## config.mk

```make
export PLATFORM = sky130hd
export DESIGN_NAME = calc2_req_issuer
export DESIGN_NICKNAME = d
export VERILOG_FILES = /design/src/rtl/calc2_req_issuer.sv
export SDC_FILE = /design/constraint.sdc
export NUM_CORES = 1
export LEC_CHECK = 0
export BUFFER_PORTS_ARGS = -buffer_cell sky130_fd_sc_hd__buf_2
export CORE_ASPECT_RATIO = 0.5
export CORE_MARGIN = 10
export CORE_UTILIZATION = 30
export DETAILED_ROUTE_END_ITERATION = 10
export GPL_TIMING_DRIVEN = 0
export PLACE_DENSITY = 0.55
export SYNTH_ARGS = -nofsm -noshare
export SYNTH_HDL_FRONTEND = slang
export SYNTH_SLANG_ARGS = --single-unit
export TNS_END_PERCENT = 30
```

## constraint.sdc

```tcl
create_clock -name c_clk -period 3.2 [get_ports c_clk]
set_clock_uncertainty 0.15 [all_clocks]
set_input_delay 0.48 -clock c_clk [delete_from_list [all_inputs] [get_ports c_clk]]
set_output_delay 0.48 -clock c_clk [all_outputs]
set_load 0.02 [all_outputs]
```

## src/rtl/calc2_req_issuer.sv

```systemverilog
// calc2_req_issuer: takes whole ops over valid/ready, allocates one of
// four tags, drives the two-cycle calc2 request and matches responses.
// Ports: c_clk/reset (async, low); in_valid/in_ready/in_cmd/in_op1/in_op2
// op input; req_cmd_out/req_data_out/req_tag_out to calc2; resp_in/
// resp_data_in/resp_tag_in from calc2; res_valid/res_status/res_data/
// res_tag result pulse; tags_busy count; spurious_err sticky flag.
// Optional CALC2_ISSUER_STATS_EN: stat_issued/stat_errors/stat_timeouts.
module calc2_req_issuer #(
  parameter int TIMEOUT_CYCLES = 16,
  parameter int CNT_W          = 8
) (
  input  logic        c_clk,
  input  logic        reset,
  input  logic        in_valid,
  output logic        in_ready,
  input  logic [3:0]  in_cmd,
  input  logic [31:0] in_op1,
  input  logic [31:0] in_op2,
  output logic [3:0]  req_cmd_out,
  output logic [31:0] req_data_out,
  output logic [1:0]  req_tag_out,
  input  logic [1:0]  resp_in,
  input  logic [31:0] resp_data_in,
  input  logic [1:0]  resp_tag_in,
  output logic        res_valid,
  output logic [1:0]  res_status,
  output logic [31:0] res_data,
  output logic [1:0]  res_tag,
  output logic [2:0]  tags_busy,
  output logic        spurious_err
`ifdef CALC2_ISSUER_STATS_EN
  ,
  output logic [15:0] stat_issued,
  output logic [15:0] stat_errors,
  output logic [15:0] stat_timeouts
`endif
);

  localparam logic [CNT_W-1:0] TMO = CNT_W'(TIMEOUT_CYCLES);

  typedef enum logic [1:0] {
    IDLE = 2'd0,
    CMD  = 2'd1,
    DATA = 2'd2
  } state_t;

  state_t state, state_nxt;

  logic [3:0]       busy, started, expired;
  logic [3:0]       free_vec, alloc_vec, busy_nxt;
  logic [CNT_W-1:0] cnt [4];
  logic [31:0]      op2_q;
  logic [1:0]       cur_tag, alloc_tag, exp_tag;
  logic             accept, resp_hit, resp_bad, any_exp;
  logic [1:0]       rstat;

  function automatic logic [2:0] popcnt(input logic [3:0] v);
    return 3'(v[0]) + 3'(v[1]) + 3'(v[2]) + 3'(v[3]);
  endfunction

  assign accept   = in_valid && in_ready;
  assign resp_hit = (resp_in != 2'b00) && busy[resp_tag_in];
  assign resp_bad = (resp_in != 2'b00) && !busy[resp_tag_in];
  assign rstat    = (resp_in == 2'b11) ? 2'b10 : resp_in;
  assign any_exp  = |expired;

  // Counter only runs once DATA was driven, so started marks live timers.
  always_comb begin
    expired = 4'b0;
    for (int i = 0; i < 4; i++)
      expired[i] = started[i] && (cnt[i] == TMO);
  end

  always_comb begin
    alloc_tag = 2'd0;
    for (int i = 3; i >= 0; i--)
      if (!busy[i]) alloc_tag = 2'(i);
  end

  always_comb begin
    exp_tag = 2'd0;
    for (int i = 3; i >= 0; i--)
      if (expired[i]) exp_tag = 2'(i);
  end

  // A real response always beats a pending timeout report.
  always_comb begin
    free_vec = 4'b0;
    if (resp_hit)
      free_vec[resp_tag_in] = 1'b1;
    else if (any_exp)
      free_vec[exp_tag] = 1'b1;
  end

  always_comb begin
    alloc_vec = 4'b0;
    if (accept) alloc_vec[alloc_tag] = 1'b1;
    busy_nxt = (busy & ~free_vec) | alloc_vec;
  end

  always_comb begin
    state_nxt = IDLE;
    if (accept)
      state_nxt = CMD;
    else if (state == CMD)
      state_nxt = DATA;
  end

  always_ff @(posedge c_clk or negedge reset) begin
    if (!reset) begin
      state        <= IDLE;
      busy         <= 4'b0;
      started      <= 4'b0;
      op2_q        <= '0;
      cur_tag      <= '0;
      in_ready     <= 1'b0;
      req_cmd_out  <= '0;
      req_data_out <= '0;
      req_tag_out  <= '0;
      res_valid    <= 1'b0;
      res_status   <= '0;
      res_data     <= '0;
      res_tag      <= '0;
      tags_busy    <= '0;
      spurious_err <= 1'b0;
      for (int i = 0; i < 4; i++)
        cnt[i] <= '0;
    end else begin
      state     <= state_nxt;
      busy      <= busy_nxt;
      tags_busy <= popcnt(busy_nxt);
      in_ready  <= (state_nxt != CMD) && (busy_nxt != 4'hF);
      if (resp_bad) spurious_err <= 1'b1;

      for (int i = 0; i < 4; i++) begin
        if (free_vec[i]) begin
          started[i] <= 1'b0;
          cnt[i]     <= '0;
        end else if (started[i] && !expired[i]) begin
          cnt[i] <= cnt[i] + CNT_W'(1);
        end
      end

      if (accept) begin
        req_cmd_out  <= in_cmd;
        req_data_out <= in_op1;
        req_tag_out  <= alloc_tag;
        cur_tag      <= alloc_tag;
        op2_q        <= in_op2;
      end else begin
        unique case (state)
          CMD: begin
            req_cmd_out  <= '0;
            req_data_out <= op2_q;
            req_tag_out  <= '0;
            // Tag answered while still in CMD is already gone.
            if (!free_vec[cur_tag]) begin
              started[cur_tag] <= 1'b1;
              cnt[cur_tag]     <= '0;
            end
          end
          default: begin
            req_cmd_out  <= '0;
            req_data_out <= '0;
            req_tag_out  <= '0;
          end
        endcase
      end

      if (resp_hit) begin
        res_valid  <= 1'b1;
        res_status <= rstat;
        res_data   <= resp_data_in;
        res_tag    <= resp_tag_in;
      end else if (any_exp) begin
        res_valid  <= 1'b1;
        res_status <= 2'b11;
        res_data   <= '0;
        res_tag    <= exp_tag;
      end else begin
        res_valid  <= 1'b0;
        res_status <= '0;
        res_data   <= '0;
        res_tag    <= '0;
      end
    end
  end

`ifdef CALC2_ISSUER_STATS_EN
  always_ff @(posedge c_clk or negedge reset) begin
    if (!reset) begin
      stat_issued   <= '0;
      stat_errors   <= '0;
      stat_timeouts <= '0;
    end else begin
      if (accept && stat_issued != 16'hFFFF)
        stat_issued <= stat_issued + 16'd1;
      if (resp_hit && rstat == 2'b10 && stat_errors != 16'hFFFF)
        stat_errors <= stat_errors + 16'd1;
      if (!resp_hit && any_exp && stat_timeouts != 16'hFFFF)
        stat_timeouts <= stat_timeouts + 16'd1;
    end
  end
`endif

endmodule

```

==> results of run 1 <==
-- worst register-to-register path, stage by stage (launching register included) --
cell	delay, ns
dfrtp_1	0.39
inv_1	0.11
ha_1	0.19
or4bb_1	0.55
o211ai_1	0.28
nor4_2	0.08
o22ai_2	0.19
fa_1	0.46
ha_1	0.20
ha_1	0.27
-- worst min-delay path by stage --
stage	start	end	slack [ns]	cells past startpoint
finish	in_op2[17]	op2_q[17]	0.09	3
global route	in_op2[1]	op2_q[1]	0.08	3
CTS	in_op2[17]	op2_q[17]	0.07	3
detailed placement	op2_q[24]	op2_q[24]	0.31	2
global placement	op2_q[9]	op2_q[9]	0.31	2
floorplan	reset	busy[0]	0.03	0
-- sequential cells by signal, summed over array words and instances, names as in the netlist --
signal,count
res_tag,2
busy,4
cur_tag,2
started,4
req_tag_out,2
state,2
in_ready,1
req_data_out,32
op2_q,32
tags_busy,3
res_status,2
req_cmd_out,4
spurious_err,1
cnt,32
res_data,32
res_valid,1
-- cells in the final DEF, fill, tap and decap left out, types with 15 or more instances in the layout --
| cell type | instances |
|---|---|
| nor2_1 | 41 |
| clkbuf_16 | 17 |
| nand2_1 | 119 |
| buf_2 | 187 |
| a22o_1 | 32 |
| and2_1 | 33 |
| xor2_1 | 20 |
| nand3_1 | 15 |
| dfrtp_1 | 156 |
| nand4_1 | 15 |
-- timing repair --
| action | CTS | global route |
|---|---|---|
| hold buffers | 1 | 0 |
| resized for setup | 0 | 1 |
| endpoints found under the hold margin | 63 | 0 |
| setup endpoints to repair | 0 | 1 |
-- power by group through the flow --
stage	sequential, mW	combinational [mW]	clock, mW
finish	2.75	1.77	2.12
global route	2.81	1.98	2.28
CTS	2.74	1.81	2.17
detailed placement	2.78	1.80	0
global placement	2.77	1.76	0
floorplan	2.96	0.937	0
-- cell families after synthesis --
| logic type | share of synthesized area (%) |
|---|---|
| adders and majority gates | 2.47 |
| AOI/OAI and AO/OA | 8.62 |
| and+or+nand+nor | 20.5 |
| xor gates and xnor gates | 3.70 |
| muxes | 0.882 |
| buffers and inverters | 2.72 |
| DFF | 61.1 |
-- routing by layer --
metal / GRT usage (%) / share of wire [%]
met2: 22.0 / 52
met3: 2.72 / 2.7
met1: 15.5 / 44
met5: 0 / 0
met4: 4.12 / 1.2
-- stage by stage --
step | setup slack, ns | TNS (ns) | instances
2_1_floorplan | 0.470 | 0 | 561
3_3_place_gp | -0.884 | -136.29 | 1019
3_5_place_dp | 0.155 | 0 | 1020
4_1_cts | 0.124 | 0 | 1053
5_1_grt | 0.0613 | 0 | 1053
6_report | 0.223 | 0 | 1053
-- layout make-up --
type	instances	area, sq um
Multi-Input combinational cell	371	2310
Buffer	20	121
Sequential cell	156	3900
Tap cell	273	342
Inverter	14	52.6
Clock inverter	11	159
Timing Repair Buffer	187	973
Fill cell	2078	12400
Clock buffer	21	460
==> summary.txt, run 1 <==
Logic synthesis
  • Sequential-to-total area share from yosys stat: 61.1%
  • Post-synthesis instance area: 0.00639 sq mm
  • Post-synthesis cell type with the largest combined area: dfrtp_1
  • Async S/R FF share, synth: 100%
  • Cells after Synth: 561
  • Largest cells by area after synthesis: dfrtp_1, nand2_1, a22o_1
  • Number of distinct standard cells referenced by the synthesized netlist: 58
  • Mean instance size in the synthesized netlist: 11.4 sq um
  • Main synth FF type: dfrtp_1
  • Flip-flop and latch count after synthesis: 156
  • Count of yosys warnings during synthesis: 0
  • EDFF count, synth: 0
  • Top cells by count, synth: dfrtp_1, nand2_1, nor2_1, and2_1, a22o_1
  • Library cell with the highest instance count after synthesis: dfrtp_1
  • Area share of the largest cell type after synthesis: 61.1%
  • Synthesized Nets: 680

STA
  • Relative slew slack: 57.9%
  • Tcrit/Tclk final: 93.0%
  • Max Clk Rate: 336 MHz
  • Final min period: 2.98 ns
  • Transition time at the pin with the least slew margin: 0.629 ns
  • Worst hold-check slack: 0.0932 ns
  • Final number of max-transition violations: 0
  • Setup violations, final: 0
  • Final Hold Violating Endpoints: 0
  • RSZ-0062 raised after global routing: false

GRT
  • Initial antenna violation count: 0
  • Pin count of the biggest net entering global routing: 94
  • First-pass GRT wire length: 27,300 um
  • GRT Resource Usage Total: 12.6%
  • Aggregate global routing overflow: 0
  • Vias in the first global route: 4,897

Worst setup path
  • Most common cell on crit path: ha_1
  • Setup crit end kind: register
  • Required time of the critical path: 3.35 ns
  • Critical path depth: 9
  • Critical register-to-register path startpoint: cnt[8]
  • CP cell instances: inv_1, ha_1, or4bb_1, o211ai_1, nor4_2, o22ai_2, fa_1, ha_1, ha_1
  • Worst setup endpoint: tags_busy[1]
  • Buffering stage count on the worst path with inverters included: 1
  • Critical Setup Path Class: reg -> reg
  • Worst reg2reg path endpoint: tags_busy[1]
  • Largest delay contributor family on the critical path: adder cells
  • Slowest stage cell, crit path: or4bb_1
  • CP Max Fanout: 3
  • Delay of the slowest cell on the worst path: 0.55 ns
  • Flop-to-flop setup slack: 0.22 ns
  • Launch point of the worst path: cnt[8]
  • R2R cell count: 9
  • Crit path arrival time: 3.13 ns
  • Kind of start point of the critical path: register

Detailed routing
  • Via/cell ratio: 4.54
  • DRC violation count after routing: 0
  • Count of nets left with antenna violations after detail routing: 0
  • Final routed wirelength across all metal layers: 17,500 um
  • Detail-routed net length per standard cell: 16.6 um
  • First DRT Iteration DRCs: 336
  • Via count of the routed design: 4,784
  • First-pass iteration count of the detailed router: 4

Floorplan
  • Core Area: 0.0207 sq mm
  • Row count: 37
  • Die boundary height: 123 um
  • DIE WIDTH: 226 um
  • Die Area: 0.0279 sq mm
  • Initial Util: 30.8%
  • Total I/O pin count: 187

Power and ir drop
  • Pint: 4.40 mW
  • Clk pwr share: 32.0%
  • Ratio of total power to cell area: 797 mW/mm^2
  • Power share of the combinational group: 26.7%
  • Switch share: 33.7%
  • Maximum resistive drop on vdd: 442 uV
  • Total net switching power: 2.24 mW
  • Final total power: 6.64 mW
  • Static Leakage: 4.35 nW
  • Sequential share of power: 41.4%

Placed design
  • Port-buffer cells: 185
  • Instance area after placement: 0.00769 sq mm
  • Half-perimeter wire length of the detailed placement result: 13,300 um
  • Placer's final routability congestion estimate: 0.799

Clock tree
  • Clock sink count: 156
  • Total number of H-tree levels: 4
  • CTS tree: built
  • Clock tree root driver cell: clkbuf_16
  • Post-CTS setup-driven buffer insertion count: 0
  • Number of buffers added by the clock tree synthesis step: 17
  • Clk pin slew, worst setup/hold paths: 0.06 ns
  • Maximum root-to-sink buffer count: 2
  • Clock insertion delay at the later pin of the skew report: 0.42 ns

Final layout
  • Post-layout net count: 886
  • Finished layout cell area: 0.00833 sq mm
  • Number of diodes: 0
  • Share of post-route cells with drive strength above 1: 31.8%
  • Growth of design area from synthesis to finish: 30.4%
  • Final standard cell utilization of the core: 40.1%

Run status
  • Run status: complete, no violations

Hold path
  • Path category of the worst min-delay check: in -> reg

Job
  • Total of max-cap violations: 0
(Power assumes the default switching activity.)
==> run 2: changes to the inputs <==
--- a/config.mk
+++ b/config.mk
@@ -5,6 +5,7 @@
 export SDC_FILE = /design/constraint.sdc
 export NUM_CORES = 1
 export LEC_CHECK = 0
+export ABC_AREA = 1
 export BUFFER_PORTS_ARGS = -buffer_cell sky130_fd_sc_hd__buf_2
 export CORE_ASPECT_RATIO = 0.5
 export CORE_MARGIN = 10
==> summary.txt, run 2 <==
GRT
  • Initial antenna violation count: 2 (was 0)
  • First-pass GRT wire length: 31,700 um (was 27,300 um)
  • Pin count of the biggest net entering global routing: 92 (was 94)
  • GRT Resource Usage Total: 13.1% (was 12.6%)
  • Vias in the first global route: 6,010 (was 4,897)
  • Aggregate global routing overflow: 0 (unchanged)

Final layout
  • Final standard cell utilization of the core: 39.0% (was 40.1%)
  • Finished layout cell area: 0.00889 sq mm (was 0.00833 sq mm)
  • Final-layout fill cell count: 2,332 (was 2,078)
  • Most frequent cells in the layout: nand2_1, buf_2, dfrtp_1 (was buf_2, dfrtp_1, nand2_1)
  • Final Instance Count excl. Fillers: 1,335 (was 1,053)
  • Most frequent standard cell in the layout excluding fill and tap cells: nand2_1 (was buf_2)
  • Post-layout net count: 1,132 (was 886)
  • Growth of design area from synthesis to finish: 28.2% (was 30.4%)
  • Share of post-route cells with drive strength above 1: 24.0% (was 31.8%)

Hold path
  • WHS Path Cells: 3 (unchanged)
  • Startpoint of the tightest hold check path: in_op2[31] (was in_op2[17])
  • WHS Endpoint: op2_q[31] (was op2_q[17])
  • Path category of the worst min-delay check: in -> reg (unchanged)

Worst setup path
  • Kind of start point of the critical path: register (unchanged)
  • Critical Setup Path Class: reg -> reg (unchanged)
  • CP Max Fanout: 10 (was 3)
  • Crit path arrival time: 3.10 ns (was 3.13 ns)
  • Critical register-to-register path startpoint: cnt[16] (was cnt[8])
  • Setup crit end kind: register (unchanged)
  • Flop-to-flop setup slack: 0.28 ns (was 0.22 ns)
  • R2R cell count: 13 (was 9)
  • Worst reg2reg path endpoint: tags_busy[1] (unchanged)
  • Required time of the critical path: 3.38 ns (was 3.35 ns)

Clock tree
  • Number of buffers added by the clock tree synthesis step: 17 (unchanged)
  • Maximum root-to-sink buffer count: 2 (unchanged)
  • Clock sink count: 156 (unchanged)
  • Clock tree root driver cell: clkbuf_16 (unchanged)
  • Clock insertion delay at the later pin of the skew report: 0.44 ns (was 0.42 ns)
  • Count of cells resized by post-cts repair: 0 (unchanged)
  • Total number of H-tree levels: 4 (unchanged)
  • CTS tree: built (unchanged)
  • Clk pin slew, worst setup/hold paths: 0.07 ns (was 0.06 ns)

Floorplan
  • Initial Util: 30.5% (was 30.8%)
  • Total I/O pin count: 187 (unchanged)
  • Die boundary height: 128 um (was 123 um)
  • Row count: 39 (was 37)
  • Core Area: 0.0228 sq mm (was 0.0207 sq mm)
  • Die Area: 0.0300 sq mm (was 0.0279 sq mm)
  • DIE WIDTH: 235 um (was 226 um)

STA
  • RSZ-0062 raised after global routing: false (unchanged)
  • Final Hold Violating Endpoints: 0 (unchanged)
  • Relative slew slack: 49.5% (was 57.9%)
  • Final number of max-transition violations: 0 (unchanged)
  • Max Clk Rate: 342 MHz (was 336 MHz)
  • Tcrit/Tclk final: 91.3% (was 93.0%)
  • Final min period: 2.92 ns (was 2.98 ns)
  • Transition time at the pin with the least slew margin: 0.755 ns (was 0.629 ns)
  • Setup violations, final: 0 (unchanged)

Run status
  • Run status: complete, no violations (unchanged)

Power and ir drop
  • Static Leakage: 4.87 nW (was 4.35 nW)
  • Maximum resistive drop on vdd: 369 uV (was 442 uV)
  • Final total power: 6.66 mW (was 6.64 mW)
  • Ratio of total power to cell area: 749 mW/mm^2 (was 797 mW/mm^2)

Logic synthesis
  • Sequential-to-total area share from yosys stat: 56.2% (was 61.1%)
  • Cells after Synth: 806 (was 561)
  • Area share of the largest cell type after synthesis: 56.2% (was 61.1%)
  • Post-synthesis instance area: 0.00694 sq mm (was 0.00639 sq mm)
  • Main synth FF type: dfrtp_1 (unchanged)
  • Post-synthesis cell type with the largest combined area: dfrtp_1 (unchanged)
  • Largest cells by area after synthesis: dfrtp_1, nand2_1, inv_1 (was dfrtp_1, nand2_1, a22o_1)
  • Mean instance size in the synthesized netlist: 8.61 sq um (was 11.4 sq um)
  • Number of distinct standard cells referenced by the synthesized netlist: 34 (was 58)
  • Async S/R FF share, synth: 100% (unchanged)
  • Flip-flop and latch count after synthesis: 156 (unchanged)
  • Top cells by count, synth: nand2_1, dfrtp_1, inv_1, nor2_1, o21ai_0 (was dfrtp_1, nand2_1, nor2_1, and2_1, a22o_1)
  • EDFF count, synth: 0 (unchanged)
  • Synthesized Nets: 925 (was 680)
  • Library cell with the highest instance count after synthesis: nand2_1 (was dfrtp_1)
  • Count of yosys warnings during synthesis: 0 (unchanged)

Detailed routing
  • First DRT Iteration DRCs: 429 (was 336)
  • Via/cell ratio: 4.46 (was 4.54)
  • Via count of the routed design: 5,953 (was 4,784)
  • Detail-routed net length per standard cell: 14.7 um (was 16.6 um)
  • Count of nets left with antenna violations after detail routing: 0 (unchanged)
  • Final routed wirelength across all metal layers: 19,600 um (was 17,500 um)
  • First-pass iteration count of the detailed router: 4 (unchanged)
  • DRC violation count after routing: 0 (unchanged)

Placed design
  • Placer's final routability congestion estimate: 0.914 (was 0.799)
  • Port-buffer cells: 186 (was 185)
  • Placed Cells: 1,300 (was 1,020)
  • Half-perimeter wire length of the detailed placement result: 14,700 um (was 13,300 um)
  • Instance area after placement: 0.00829 sq mm (was 0.00769 sq mm)

Job
  • Total of max-cap violations: 0 (unchanged)
## run 2: cell count changes in the layout (fill, tap and decap cells not counted), moves of 11 or more
| cell | delta |
|---|---|
| a31oi_1 | +20 |
| nand2_1 | +133 |
| nor3_1 | +11 |
| inv_1 | +93 |
| a22o_1 | -31 |
| and2_1 | -33 |
| nor2_1 | +23 |
| o21ai_0 | +47 |
## run 2: kinds of logic after synthesis
kind of cell / Yosys count / synth area share (%)
simple gates: 385 / 23.3
flops: 156 / 56.2
buf+inv: 140 / 7.86
compound gates: 95 / 8.06
xor+xnor: 18 / 2.27
fa+ha+maj: 12 / 2.27
## run 2: how the worst max path moves through the flow
stage	startpoint	to	slack, ns	depth (start not counted)
2_1_floorplan	resp_tag_in[0]	tags_busy[1]	0.60	13
3_3_place_gp	reset	res_data[27]	-0.92	1
3_5_place_dp	in_valid	tags_busy[1]	0.04	8
4_1_cts	in_ready	tags_busy[1]	0.23	7
5_1_grt	cnt[16]	tags_busy[1]	0.11	13
6_report	cnt[16]	tags_busy[1]	0.28	13
## run 2: area by class of cell
type	instances	area (sq um)	share of cell area (%)
buffer	27	121	1.36
antenna	2	5.00	0.0563
multi-input combinational	510	2490	28.0
clock buffer	17	425	4.78
sequential	156	3900	43.9
clock inverter	15	161	1.81
tap	307	384	4.32
inverter	113	424	4.77
timing repair buffer	188	978	11.0
## run 2: repair_timing
action                                 CTS  global route
hold buffers                             1             0
buffers inserted                         0             0
setup endpoints to repair                0             0
endpoints found under the hold margin   90             0
## run 2: critical path, stage by stage, from the launching register on
cell	delay [ns]
dfrtp_1	0.39
inv_1	0.11
ha_1	0.15
inv_1	0.04
nor2_1	0.14
nand3_1	0.18
inv_1	0.11
nand2_1	0.08
nand2_4	0.08
nand2_4	0.09
a22o_1	0.25
fa_1	0.56
ha_1	0.23
ha_1	0.25
## run 2: layer usage
metal	routed length [um]	GRT usage, %
met5	0	0
met3	1060	4.36
met2	9440	21.7
met4	265	4.19
met1	8820	16.0
## run 2: metrics by stage
step / setup TNS, ns / worst slack [ns] / hold slack [ns]
final: 0 / 0.279 / 0.0827
after global routing: 0 / 0.112 / 0.0583
after CTS: 0 / 0.235 / 0.0563
after detailed placement: 0 / 0.0367 / 0.306
after global placement: -140.21 / -0.917 / 0.303
after floorplan: 0 / 0.597 / 0.0344
## run 2: report_power, final
part | total (mW) | switching (mW) | internal, mW
Clock | 2.04 | 0.874 | 1.16
Sequential | 2.61 | 0.213 | 2.40
Combinational | 2.02 | 1.38 | 0.641
